### config.mk
export PLATFORM = sky130hd
export DESIGN_NAME = scv_timing_gen
export DESIGN_NICKNAME = d
export VERILOG_FILES = /design/src/rtl/scv_timing_gen.sv
export SDC_FILE = /design/constraint.sdc
export NUM_CORES = 1
export LEC_CHECK = 0
export ABC_AREA = 1
export ABC_CLOCK_PERIOD_IN_PS = 1700
export CAP_MARGIN = 20
export CELL_PAD_IN_SITES_DETAIL_PLACEMENT = 1
export CELL_PAD_IN_SITES_GLOBAL_PLACEMENT = 2
export CORE_ASPECT_RATIO = 0.6
export CORE_MARGIN = 3
export CORE_UTILIZATION = 27
export CTS_BUF_LIST = sky130_fd_sc_hd__clkbuf_4
export DETAILED_ROUTE_END_ITERATION = 7
export PLACE_DENSITY_LB_ADDON = 0.08
export RECOVER_POWER = 100
export SKIP_CTS_REPAIR_TIMING = 1
export SLEW_MARGIN = 10
export SYNTH_ARGS = -nofsm -noshare
export SYNTH_HDL_FRONTEND = slang
export SYNTH_SLANG_ARGS = --single-unit
export TNS_END_PERCENT = 100
### constraint.sdc
create_clock -name CLK -period 1.7 [get_ports CLK]
set_input_delay 0.425 -clock CLK [delete_from_list [all_inputs] [get_ports CLK]]
set_output_delay 0.425 -clock CLK [all_outputs]
set_load 0.1 [all_outputs]
### src/rtl/scv_timing_gen.sv
// CPU phase strobes (CP1/CP2 edges) and frame VBL/INT2 timing for the Super Cassette Vision.
// Define SCV_TIMING_FAST_EN to shrink the frame to 64+16 ticks for faster simulation.
module scv_timing_gen #(
  parameter int unsigned ACTIVE_TICKS = 15109,
  parameter int unsigned VBL_TICKS    = 1558
) (
  input  logic        CLK,
  input  logic        RES,
  input  logic        CE,
  output logic        CP1_POSEDGE,
  output logic        CP1_NEGEDGE,
  output logic        CP2_POSEDGE,
  output logic        CP2_NEGEDGE,
  output logic        VBL,
  output logic        FRAME_START,
  output logic [14:0] POS
);

`ifdef SCV_TIMING_FAST_EN
  localparam int unsigned ACT_T = 64;
  localparam int unsigned BLK_T = 16;
`else
  localparam int unsigned ACT_T = ACTIVE_TICKS;
  localparam int unsigned BLK_T = VBL_TICKS;
`endif

  localparam logic [14:0] POS_ACT  = 15'(ACT_T);
  localparam logic [14:0] POS_LAST = 15'(ACT_T + BLK_T - 1);

  typedef enum logic {
    ST_ACTIVE = 1'b0,
    ST_BLANK  = 1'b1
  } state_t;

  state_t      state_q, state_d;
  logic [1:0]  phase_q, phase_d;
  logic [2:0]  div_q, div_d;
  logic [14:0] pos_q, pos_d;
  logic [3:0]  strobe_q, strobe_d;
  logic        frame_q, frame_d;
  logic        tick_wrap;

  // Counters: phase and tick divider step on every enabled clock.
  always_comb begin
    phase_d   = phase_q;
    div_d     = div_q;
    pos_d     = pos_q;
    tick_wrap = 1'b0;
    if (CE) begin
      phase_d = phase_q + 2'd1;
      div_d   = div_q + 3'd1;
      if (div_q == 3'd7) begin
        tick_wrap = 1'b1;
        pos_d     = (pos_q == POS_LAST) ? 15'd0 : pos_q + 15'd1;
      end
    end
  end

  // Next-state: transitions are keyed on the value POS is about to take.
  always_comb begin
    state_d = state_q;
    case (state_q)
      ST_ACTIVE: if (tick_wrap && (pos_d == POS_ACT)) state_d = ST_BLANK;
      ST_BLANK:  if (tick_wrap && (pos_d == 15'd0))   state_d = ST_ACTIVE;
      default:   state_d = ST_ACTIVE;
    endcase
  end

  // Output decode: one strobe per enabled clock, frame pulse on BLANK->ACTIVE.
  always_comb begin
    strobe_d = 4'b0000;
    frame_d  = 1'b0;
    if (CE) begin
      strobe_d[phase_q] = 1'b1;
      frame_d = (state_q == ST_BLANK) && (state_d == ST_ACTIVE);
    end
  end

  always_ff @(posedge CLK) begin
    if (RES) begin
      state_q  <= ST_ACTIVE;
      phase_q  <= 2'd0;
      div_q    <= 3'd0;
      pos_q    <= 15'd0;
      strobe_q <= 4'b0000;
      frame_q  <= 1'b0;
    end else begin
      state_q  <= state_d;
      phase_q  <= phase_d;
      div_q    <= div_d;
      pos_q    <= pos_d;
      strobe_q <= strobe_d;
      frame_q  <= frame_d;
    end
  end

  assign CP1_POSEDGE = strobe_q[0];
  assign CP1_NEGEDGE = strobe_q[1];
  assign CP2_POSEDGE = strobe_q[2];
  assign CP2_NEGEDGE = strobe_q[3];
  assign VBL         = (state_q == ST_BLANK);
  assign FRAME_START = frame_q;
  assign POS         = pos_q;

endmodule

==> metrics.txt <==
# TYPE chip_impl_metric gauge
chip_impl_metric{name="final_critical_path_setup_slack",unit="ns"} -0.301
chip_impl_metric{name="dr_total_vias",unit=""} 1554
chip_impl_metric{name="finalCriticalPeriod",unit="ns"} 2.00
chip_impl_metric{name="ys_seq_elements",unit=""} 26
chip_impl_metric{name="die_area",unit="mm^2"} 0.00638
chip_impl_metric{name="final.fill_count",unit=""} 646
chip_impl_info{name="grt.busiest_layer",value="met2"} 1
chip_impl_metric{name="drt_first_pass_iters",unit=""} 4
chip_impl_metric{name="total_area_of_multi_input_combinational_cells",unit="um^2"} 935
chip_impl_metric{name="cp_max_fo",unit=""} 6
chip_impl_metric{name="reg2reg_depth",unit=""} 13
chip_impl_metric{name="largest_net_degree_at_the_start_of_global_routing",unit=""} 15
chip_impl_metric{name="path_clk_slew",unit="ns"} 0.16
chip_impl_metric{name="finalCoreUtilization",unit="%"} 47.8
chip_impl_metric{name="layout.nets",unit=""} 296
chip_impl_metric{name="cts-buffers-inserted",unit=""} 3
chip_impl_info{name="critPathLaunch",value="div_q[0]"} 1
chip_impl_metric{name="power.ir.vdd_worst",unit="mV"} 0.242
chip_impl_metric{name="timing.final.crit_share",unit="%"} 118
chip_impl_metric{name="wl",unit="mm"} 4.93
chip_impl_metric{name="core_area",unit="mm^2"} 0.00515
chip_impl_info{name="final_common_cell",value="sky130_fd_sc_hd__buf_4"} 1
chip_impl_info{name="timing.critical_path.from_type",value="register"} 1
chip_impl_metric{name="ant_diodes",unit=""} 0
chip_impl_metric{name="die_height",unit="um"} 63.1
chip_impl_metric{name="place.port_buffers",unit=""} 23
chip_impl_metric{name="area_share_of_the_largest_cell_type_after_synthesis",unit="%"} 35.5
chip_impl_metric{name="design.portCount",unit=""} 24
chip_impl_metric{name="timing.final.max_slew_violations",unit=""} 0
chip_impl_metric{name="grt_pass1_wl",unit="mm"} 7.94
chip_impl_metric{name="cts_htree_levels",unit=""} 1
chip_impl_metric{name="synth.yosys.seq_area_share",unit="%"} 35.5
chip_impl_metric{name="finalInstanceArea",unit="mm^2"} 0.00247
chip_impl_metric{name="fin_worst_skew",unit="ns"} 0.0165
chip_impl_metric{name="vias_in_the_first_global_route",unit=""} 1645
chip_impl_metric{name="synth_area_per_cell",unit="um^2"} 7.02
chip_impl_info{name="crit-reg2reg-launch",value="div_q[0]"} 1
chip_impl_metric{name="worstPathRequired",unit="ns"} 1.95
chip_impl_info{name="hold_path_startpoint",value="VBL"} 1
chip_impl_info{name="yosys.area.top_type",value="sky130_fd_sc_hd__dfxtp_1"} 1
chip_impl_metric{name="slew_headroom",unit="%"} 67.4
chip_impl_metric{name="drv_cap",unit=""} 0
chip_impl_info{name="r2r-end",value="FRAME_START"} 1
chip_impl_info{name="worst_hold_path_type",value="reg2reg"} 1
chip_impl_metric{name="synthesis_to_layout_area_growth",unit="%"} 68.2
chip_impl_metric{name="arrival",unit="ns"} 2.25
chip_impl_metric{name="synth_area",unit="mm^2"} 0.00147
chip_impl_metric{name="setup.reg_to_reg.worst_slack",unit="ns"} -0.30
chip_impl_metric{name="synth-warning-count",unit=""} 0
chip_impl_metric{name="antenna_found_initial",unit=""} 0
chip_impl_metric{name="synth_fp_nets",unit=""} 220
chip_impl_metric{name="synth.lib_cells_used.distinct",unit=""} 26
chip_impl_metric{name="p_leak",unit="nW"} 1.11
chip_impl_info{name="rsz0062_at_grt",value="true"} 1
chip_impl_metric{name="met3_usage",unit="%"} 3.10
chip_impl_metric{name="clk_latency",unit="ns"} 0.34
chip_impl_metric{name="total_setup_violations_reported_at_the_end_of_the_flow",unit=""} 5
chip_impl_metric{name="globalRouteMet1Util",unit="%"} 23.0
chip_impl_metric{name="antenna_left",unit=""} 0
chip_impl_metric{name="fmaxAchievable",unit="MHz"} 500
chip_impl_metric{name="initial_utilization",unit="%"} 28.4
chip_impl_metric{name="sequential_area",unit="um^2"} 564
chip_impl_metric{name="cts.path.max_buffers",unit=""} 2
chip_impl_metric{name="drcViolationCount",unit=""} 0
chip_impl_metric{name="die_width",unit="um"} 101
chip_impl_metric{name="globalplace.congestion",unit=""} 0.840
chip_impl_info{name="violations",value="setup timing"} 1
chip_impl_info{name="tritoncts",value="yes"} 1
chip_impl_metric{name="layout-drive-gt1-share",unit="%"} 46.1
chip_impl_metric{name="hold_depth",unit=""} 2
chip_impl_info{name="netlist_top_cells_area",value="sky130_fd_sc_hd__dfxtp_1 (35%), sky130_fd_sc_hd__nand2_1 (12%), sky130_fd_sc_hd__nor2_1 (11%)"} 1
chip_impl_metric{name="place_worst_setup_slack",unit="ns"} -0.570
chip_impl_info{name="critPathKind",value="reg2reg"} 1
chip_impl_metric{name="num_rows",unit=""} 20
chip_impl_metric{name="viasPerCell",unit=""} 4.44
chip_impl_metric{name="place.detailed.hpwl",unit="mm"} 3.92
chip_impl_info{name="hold_end",value="FRAME_START"} 1
chip_impl_metric{name="placement.cell_area",unit="mm^2"} 0.00239
chip_impl_metric{name="synth_cells",unit=""} 209
chip_impl_metric{name="finalHoldViolCount",unit=""} 0
chip_impl_metric{name="met2_usage",unit="%"} 23.8
chip_impl_metric{name="avgRoutedWirePerCell",unit="um"} 14.1
chip_impl_metric{name="cts.sinks",unit=""} 26
chip_impl_info{name="most-common-layout-cells",value="sky130_fd_sc_hd__buf_4 (49), sky130_fd_sc_hd__nand2_1 (43), sky130_fd_sc_hd__nor2_1 (34)"} 1
chip_impl_metric{name="max_slew.worst_pin.slew",unit="ns"} 0.492
chip_impl_info{name="end_kind",value="register"} 1
chip_impl_info{name="run_status",value="finished, violations left"} 1
chip_impl_metric{name="global_route.overflow_total",unit=""} 0
chip_impl_info{name="clock_tree.root_cell",value="sky130_fd_sc_hd__clkbuf_4"} 1
chip_impl_metric{name="gr-usage-all-layers",unit="%"} 15.5
chip_impl_metric{name="detail_route.iter0.violations",unit=""} 39
chip_impl_metric{name="power_per_unit_of_standard_cell_area",unit="mW/mm^2"} 412
-- layout make-up --
| class | count | area share [%] |
|---|---|---|
| Timing Repair Buffer | 73 | 30.3 |
| Clock buffer | 3 | 0.913 |
| Inverter | 29 | 4.52 |
| Tap cell | 66 | 3.35 |
| Clock inverter | 1 | 0.152 |
| Multi-Input combinational cell | 152 | 37.9 |
| Sequential cell | 26 | 22.9 |
-- where the power goes --
| group | internal, mW | switching, mW |
|---|---|---|
| sequential | 0.610 | 0.0110 |
| clock | 0.0864 | 0.204 |
| combinational | 0.0353 | 0.0696 |
-- cell families (layout without fill, tap and decap cells) --
kind of cell | after synthesis | in the layout | synth area share (%)
DFF | 26 | 26 | 35.5
and+or+nand+nor | 124 | 124 | 39.9
buffers and inverters | 31 | 106 | 8.62
xor gates and xnor gates | 5 | 5 | 2.99
adders and majority gates | 8 | 8 | 6.83
AOI/OAI and AO/OA | 15 | 15 | 6.14
-- critical path, cell delays in order (launching register included) --
cell and delay, ns:
sky130_fd_sc_hd__dfxtp_2 0.38, sky130_fd_sc_hd__ha_4 0.13, sky130_fd_sc_hd__ha_4 0.16, sky130_fd_sc_hd__nand2_8 0.08, sky130_fd_sc_hd__inv_4 0.11, sky130_fd_sc_hd__nand3_2 0.09, sky130_fd_sc_hd__nor2_4 0.19, sky130_fd_sc_hd__a21oi_1 0.12
sky130_fd_sc_hd__a21oi_2 0.15, sky130_fd_sc_hd__nand3_1 0.13, sky130_fd_sc_hd__nor2_2 0.13, sky130_fd_sc_hd__nand3b_1 0.12, sky130_fd_sc_hd__nand2_1 0.10, sky130_fd_sc_hd__nor2_2 0.03
-- registers in the layout, summed over array words and instances (netlist names) --
signal       cells
div_q            3
strobe_q         4
VBL              1
POS             15
phase_q          2
FRAME_START      1
-- cell usage after synthesis (all sizes together) --
cell type   n
nand3b      2
a21oi       8
o21ai       4
ha          8
inv        28
buf         1
clkinv      1
nand3      13
nand2      53
nor3        3
o21bai      3
xnor2       1
or2         1
nor2       49
nand4       3
dfxtp      26
clkbuf      1
xor2        4
-- per-stage QoR --
| step | power [mW] | hold WS [ns] | std cells | TNS, ns |
|---|---|---|---|---|
| 2_1_floorplan | 0.694 | 0.467 | 209 | -0.336 |
| 3_3_place_gp | 0.734 | 0.483 | 342 | -3.06 |
| 3_5_place_dp | 0.742 | 0.521 | 342 | -3.69 |
| 4_1_cts | 1.04 | 0.561 | 346 | -1.38 |
| 5_1_grt | 1.07 | 0.603 | 350 | -1.63 |
| 6_report | 1.02 | 0.582 | 350 | -0.614 |
-- metal layers --
layer	wire (um)	share of wire [%]
met1	2580	52
met2	2120	43
met3	213	4.3
met4	19	0.39
met5	0	0
-- worst max-delay path by stage --
stage                   to  cells past startpoint  slack, ns
2_1_floorplan  FRAME_START                     14      -0.17
3_3_place_gp   FRAME_START                     13      -0.55
3_5_place_dp           VBL                     12      -0.57
4_1_cts        FRAME_START                     14      -0.37
5_1_grt        FRAME_START                     13      -0.45
6_report       FRAME_START                     13      -0.30
Power figures use the tool's default switching activity.
